===== config.mk =====
export PLATFORM = sky130hd
export DESIGN_NAME = window_stream
export DESIGN_NICKNAME = d
export VERILOG_FILES = /design/src/rtl/window_stream.sv
export SDC_FILE = /design/constraint.sdc
export NUM_CORES = 1
export LEC_CHECK = 0
export ABC_AREA = 1
export BUFFER_PORTS_ARGS = -buffer_cell sky130_fd_sc_hd__buf_4
export CORE_ASPECT_RATIO = 0.75
export CORE_UTILIZATION = 25
export CTS_CLUSTER_DIAMETER = 80
export DETAILED_ROUTE_END_ITERATION = 8
export SYNTH_ARGS = -nofsm -noshare
export SYNTH_HDL_FRONTEND = slang
export SYNTH_SLANG_ARGS = --single-unit

===== constraint.sdc =====
create_clock -name clk -period 7 [get_ports clk]
set_input_delay 1.05 -clock clk [delete_from_list [all_inputs] [get_ports clk]]
set_output_delay 1.05 -clock clk [all_outputs]
set_load 0.005 [all_outputs]

===== src/rtl/window_stream.sv =====
// -----------------------------------------------------------------------------
// window_stream
//   Sample-serial window unit that sits between sample capture and the FFT.
//   Each accepted sample of an N-point frame is multiplied by a Hamming or
//   Hann coefficient. The product is rounded, saturated and emitted on a
//   valid/ready stream together with its index within the frame.
//
//   Optional feature macro: WINDOW_COEF_WR_EN
//     When defined, the block gains a writable user coefficient table that
//     win_sel = 2 selects. The table resets to the Hamming values.
//     When undefined, win_sel = 2 behaves as Hamming.
//
// Ports
//   clk, rst        clock; synchronous active-high reset
//   win_sel   [1:0] 0/3 Hamming, 1 Hann, 2 user table (Hamming without macro)
//   s_valid/s_ready/s_data/s_last      input sample stream (signed DW bits)
//   m_valid/m_ready/m_data/m_index/m_last  output windowed sample stream
//   frame_cnt [FCW] number of delivered frames (m_last handshakes), wraps
//   frame_err       sticky flag: s_last arrived before index N-1
//   coef_we/coef_addr/coef_wdata  user table write port (macro builds only)
// -----------------------------------------------------------------------------
module window_stream #(
  parameter int N   = 128,
  parameter int DW  = 8,
  parameter int CW  = 8,
  parameter int FCW = 16
) (
  input  logic                   clk,
  input  logic                   rst,
  input  logic [1:0]             win_sel,
  input  logic                   s_valid,
  output logic                   s_ready,
  input  logic signed [DW-1:0]   s_data,
  input  logic                   s_last,
`ifdef WINDOW_COEF_WR_EN
  input  logic                   coef_we,
  input  logic [$clog2(N)-1:0]   coef_addr,
  input  logic [CW-1:0]          coef_wdata,
`endif
  output logic                   m_valid,
  input  logic                   m_ready,
  output logic signed [DW-1:0]   m_data,
  output logic [$clog2(N)-1:0]   m_index,
  output logic                   m_last,
  output logic [FCW-1:0]         frame_cnt,
  output logic                   frame_err
);

  localparam int  IW = $clog2(N);
  localparam int  PW = DW + CW + 1;
  localparam real PI = 3.14159265358979323846;

  // Builds a whole window table at elaboration time.
  // Coefficients are sampled at the half-sample points (n + 0.5) so the
  // table is symmetric. Each value is rounded to CW fraction bits and
  // clamped so that a window value of 1.0 still fits in CW unsigned bits.
  function automatic logic [N*CW-1:0] build_table(input bit hann);
    logic [N*CW-1:0] tab;
    real             w;
    int              c;
    tab = '0;
    for (int n = 0; n < N; n++) begin
      if (hann)
        w = 0.5 - 0.5 * $cos(2.0 * PI * (real'(n) + 0.5) / real'(N));
      else
        w = 0.54 - 0.46 * $cos(2.0 * PI * (real'(n) + 0.5) / real'(N));
      c = $rtoi(w * real'(1 << CW) + 0.5);
      if (c > (1 << CW) - 1) c = (1 << CW) - 1;
      tab[n*CW +: CW] = c[CW-1:0];
    end
    return tab;
  endfunction

  localparam logic [N*CW-1:0] HAMMING_TAB = build_table(1'b0);
  localparam logic [N*CW-1:0] HANN_TAB    = build_table(1'b1);

  localparam logic signed [PW-1:0] RND  = PW'(2 ** (CW - 1));
  localparam logic signed [PW-1:0] MAXV = PW'((2 ** (DW - 1)) - 1);
  localparam logic signed [PW-1:0] MINV = -PW'(2 ** (DW - 1));

  logic                 adv;
  logic                 accept;
  logic                 idx_wrap;
  logic [IW-1:0]        in_idx;
  logic [1:0]           frame_sel;
  logic [1:0]           cur_sel;
  logic [CW-1:0]        lookup_coef;

  logic                 s1_valid;
  logic signed [DW-1:0] s1_data;
  logic [CW-1:0]        s1_coef;
  logic [IW-1:0]        s1_index;
  logic                 s1_last;

  logic signed [PW-1:0] prod;
  logic signed [PW-1:0] rounded;
  logic signed [PW-1:0] shifted;
  logic signed [DW-1:0] sat_data;

  // The whole pipe moves together.
  // Nothing advances while the output register holds an unaccepted sample.
  assign adv      = !m_valid || m_ready;
  assign s_ready  = adv;
  assign accept   = s_valid && s_ready;
  assign idx_wrap = s_last || (in_idx == IW'(N - 1));

`ifdef WINDOW_COEF_WR_EN
  logic [CW-1:0] user_tab [N];

  // The user coefficient table starts out as a copy of Hamming.
  // Writes land on the clock edge. A lookup of the same address in that
  // cycle therefore still sees the previous contents.
  always_ff @(posedge clk) begin
    if (rst) begin
      for (int i = 0; i < N; i++) user_tab[i] <= HAMMING_TAB[i*CW +: CW];
    end else if (coef_we) begin
      user_tab[coef_addr] <= coef_wdata;
    end
  end
`endif

  // Coefficient lookup for the sample being accepted.
  // At index 0 the live win_sel is used directly because that is the moment
  // it gets latched for the rest of the frame.
  always_comb begin
    cur_sel     = (in_idx == '0) ? win_sel : frame_sel;
    lookup_coef = HAMMING_TAB[in_idx*CW +: CW];
    case (cur_sel)
      2'd1:    lookup_coef = HANN_TAB[in_idx*CW +: CW];
`ifdef WINDOW_COEF_WR_EN
      2'd2:    lookup_coef = user_tab[in_idx];
`endif
      default: ;
    endcase
  end

  // Multiply by the unsigned coefficient, round half-up, then saturate.
  // The coefficient is zero-extended so that a value of 255 is not read as
  // negative. The arithmetic shift gives floor division for negative
  // products.
  always_comb begin
    prod     = PW'(s1_data) * PW'($signed({1'b0, s1_coef}));
    rounded  = prod + RND;
    shifted  = rounded >>> CW;
    sat_data = shifted[DW-1:0];
    if (shifted > MAXV)      sat_data = MAXV[DW-1:0];
    else if (shifted < MINV) sat_data = MINV[DW-1:0];
  end

  // Input side: frame index tracking, window latch and the sticky error.
  // An early s_last closes the frame at the current index. So does reaching
  // N-1 with no s_last at all.
  always_ff @(posedge clk) begin
    if (rst) begin
      in_idx    <= '0;
      frame_sel <= 2'd0;
      frame_err <= 1'b0;
    end else if (accept) begin
      in_idx <= idx_wrap ? '0 : in_idx + IW'(1);
      if (in_idx == '0) frame_sel <= win_sel;
      if (s_last && (in_idx != IW'(N - 1))) frame_err <= 1'b1;
    end
  end

  // Stage 1 holds the sample, its index, its coefficient and its end-of-frame
  // flag. Stage 2 is the output register fed by the rounding logic.
  // Both stages freeze together when adv is low. This is why a stall
  // releases with no bubble.
  always_ff @(posedge clk) begin
    if (rst) begin
      s1_valid <= 1'b0;
      s1_data  <= '0;
      s1_coef  <= '0;
      s1_index <= '0;
      s1_last  <= 1'b0;
      m_valid  <= 1'b0;
      m_data   <= '0;
      m_index  <= '0;
      m_last   <= 1'b0;
    end else if (adv) begin
      s1_valid <= s_valid;
      if (s_valid) begin
        s1_data  <= s_data;
        s1_coef  <= lookup_coef;
        s1_index <= in_idx;
        s1_last  <= idx_wrap;
      end
      m_valid <= s1_valid;
      if (s1_valid) begin
        m_data  <= sat_data;
        m_index <= s1_index;
        m_last  <= s1_last;
      end
    end
  end

  // Counts frames as they leave the block, not as they enter it.
  always_ff @(posedge clk) begin
    if (rst)                            frame_cnt <= '0;
    else if (m_valid && m_ready && m_last) frame_cnt <= frame_cnt + FCW'(1);
  end

endmodule


==> flow_summary.ini <==
[outcome]
outcome = complete, no violations

[sta]
clock_skew_ns = 0.00745
fin_tns_setup_ns = 0
max_freq_mhz = 203
drv_slew = 0
period_share_pct = 70.5
setup_viol = 0
worst_pin_slew_ns = 1.07
hold_viol_final = 0
fin_worst_hold_slack_ns = 0.464
post-route-min-period_ns = 4.93
slew_headroom_pct = 28.2
rsz0062_at_grt = false

[clocking]
clk_latency_ns = 0.33
ctsHoldBuffers = 0
cts.htree.levels = 3
cts_tree = yes
cts.clk_slew.worst_paths_ns = 0.06
cts_buffer_depth = 2
cts_setup_buffers = 0
cts-resized-gates = 0
cts.sinks = 68
clockRootBuffer = clkbuf_16
cts_buffers = 9

[worst_setup_path]
cp-start-kind = flop
worst-path-buf-inv = 1
cp_slowest_cell = dfxtp_1
arrival_ns = 5.14
end_kind = flop
slowest_delay_ns = 0.54
cpMostUsedCell = fa_1
critical_path_depth = 16
worst-path-max-fanout = 9
r2r_cells = 16
cp.required_ns = 7.21
setup.worst_path.start = s1_coef[2]$_SDFFE_PP0P_
worstReg2RegStart = s1_coef[2]$_SDFFE_PP0P_
path_class = reg2reg
cpLargestDelayFamily = adder cells
crit_chain = nand2_1 -> fa_1 -> fa_1 -> inv_1 -> fa_1 -> fa_1 -> fa_1 -> ha_1 -> a21oi_1 -> o21ai_0 -> a21oi_1 -> nand2_1 -> xnor2_1 -> nand2_1 -> nand3_1 -> a21oi_1

[layout]
regArea_sq_um = 1360
multiInputGateArea_sq_um = 4910
fillCellCount = 3050
synthToLayoutAreaGrowth_pct = 13.9
final_util_pct = 29.0
antenna_cells = 0
final_layout_size_suffix_gt1_share_pct = 8.06
nets = 1232

[detailed_routing]
vias = 7535
drc_errors = 0
wl_met2_mm = 9.49
drt_iter0_drc = 914
drtAntennaViolNets = 0
viasPerCell = 5.02
wl_per_cell_um = 15.6
dr_wl_met3_mm = 2.47
top_layer = met5
totalWireLength_mm = 23.5
wl_met1_mm = 10.8
dr.pass1.iters = 6

[synthesis]
yosysWarnings = 0
syn-num-nets = 1215
synth_flop_cell = dfxtp_1
syn_area_per_cell_sq_um = 6.53
yosys_register_bits = 68
synth_top_cell_by_area = dfxtp_1
ys_seq_area_share_pct = 19.0
synth_edf_count = 0
synthArstFlopShare_pct = 0
synthDistinctLibCells = 50
syn-cell-area_sq_um = 7150
postSynthCellCount = 1094
synth.top_cell.area_share_pct = 19.0
synth_common_cells = nand2_1, inv_1, nor2_1, a21oi_1, o21ai_0
synth_most_common_cell = nand2_1
ys_top_cells_by_area = dfxtp_1, ha_1, nand2_1

[die]
die_h_um = 148
io_pins = 50
core-area_sq_um = 28100
initial_core_util_pct = 25.5
dieArea_sq_um = 29300
die_width_um = 197
row_count = 53

[hold_path]
whs_path_depth = 2
hold_start = frame_cnt[15]$_SDFFE_PP0P_
min_path_type = reg2reg

[placement]
dp_hpwl_mm = 17.5
finalWeightedCongestion = 1.00
io_buffers = 49

[power_and_ir_drop]
peakVddDrop_mv = 0.137
p_leak_uw = 0.00410
p_per_area_nw_per_um2 = 147

[grt]
gr-usage-all-layers_pct = 16.2
antenna_found_initial = 1
grt_pass1_vias = 6962
grt_max_degree = 38
grt_pass1_wl_mm = 37.7
grt_overflow_total = 0

[job]
maxCapViolations = 0
## worst register-to-register path: cells and delay by family (launching register included)
kind	cells	cell delay [ns]
buffers and inverters	1	0.05
adder cells (fa/ha/maj)	6	2.78
AND/OR/NAND/NOR	4	0.57
XOR/XNOR	1	0.26
flip-flops	1	0.54
AO/OA/AOI/OAI	4	0.61
## cell usage in the layout, fill, tap and decap left out, types with 2 or more instances in the layout
cell type / netlist / layout
o211ai_1: 6 / 6
xnor2_1: 5 / 5
a31oi_1: 7 / 7
ha_1: 71 / 71
clkinv_1: 4 / 4
o2111ai_1: 3 / 3
o221ai_1: 3 / 3
a41oi_1: 2 / 2
xor2_1: 7 / 7
nand3b_1: 3 / 3
nor2_1: 121 / 121
o31ai_1: 2 / 2
clkbuf_8: 0 / 2
nand3_1: 56 / 56
o21a_1: 2 / 2
o22ai_1: 7 / 7
inv_1: 166 / 166
nor3_1: 12 / 12
nand2_1: 228 / 228
a21oi_1: 93 / 93
o311ai_0: 2 / 2
clkinv_4: 0 / 2
buf_4: 1 / 58
nor2_4: 2 / 2
fa_1: 35 / 35
nand4_1: 11 / 11
clkbuf_16: 0 / 9
o21ai_0: 93 / 93
a211oi_1: 3 / 3
nand2_4: 4 / 4
nand3_2: 4 / 4
o21ai_1: 6 / 6
dfxtp_1: 68 / 68
## kinds of logic (layout without fill, tap and decap cells)
group,Yosys count,count (layout),synth area share [%]
xor+xnor,12,12,1.47
simple gates,447,447,26.6
flops,68,68,19.0
buf+inv,223,245,12.3
compound gates,238,238,18.3
fa+ha+maj,106,106,22.2
## power by group
part | total, uW | leakage (uW) | internal (uW) | switching [uW]
Combinational | 298 | 0.00339 | 107 | 192
Clock | 472 | 0.000152 | 296 | 177
Sequential | 428 | 0.000556 | 405 | 23.1
Total | 1200 | 0.00410 | 807 | 391
## through the flow
step / instance area, sq um / cells / setup slack, ns / total power, uW
global placement: 7830 / 1485 / 2.21 / 731
finish: 8140 / 1501 / 2.07 / 1200
global route: 8140 / 1501 / 1.78 / 1270
floorplan: 7150 / 1094 / 2.49 / 636
detailed placement: 7830 / 1485 / 2.10 / 726
CTS: 8140 / 1501 / 2.10 / 1200
## routing by layer
| layer | up-vias | track usage, % |
|---|---|---|
| li1 | 3576 | - |
| met5 | - | 0.505 |
| met2 | 438 | 23.1 |
| met1 | 3446 | 23.8 |
| met3 | 73 | 3.79 |
| met4 | 2 | 5.12 |
## path summary, 6_finish.rpt
check	end	slack (ns)
worst max-delay path	m_data[5]$_SDFFE_PP0P_	2.07
worst min-delay path	frame_cnt[15]$_SDFFE_PP0P_	0.46
worst max register to register	m_data[5]$_SDFFE_PP0P_	2.07
worst min register to register	frame_cnt[15]$_SDFFE_PP0P_	0.46
## cell type report
class / instances / share of cell area [%]
Multi-Input combinational cell: 803 / 60.3
Sequential cell: 68 / 16.7
Inverter: 171 / 7.88
Tap cell: 385 / 5.92
Timing Repair Buffer: 58 / 5.35
Clock buffer: 11 / 3.10
Clock inverter: 5 / 0.738
## registers in the layout, summed over array words and instances (netlist names)
signal,cells
s1_valid,1
m_valid,1
s1_data,8
frame_sel,2
m_index,7
s1_last,1
s1_coef,8
in_idx,7
m_last,1
m_data,8
frame_err,1
frame_cnt,16
s1_index,7
Power figures use the tool's default switching activity.
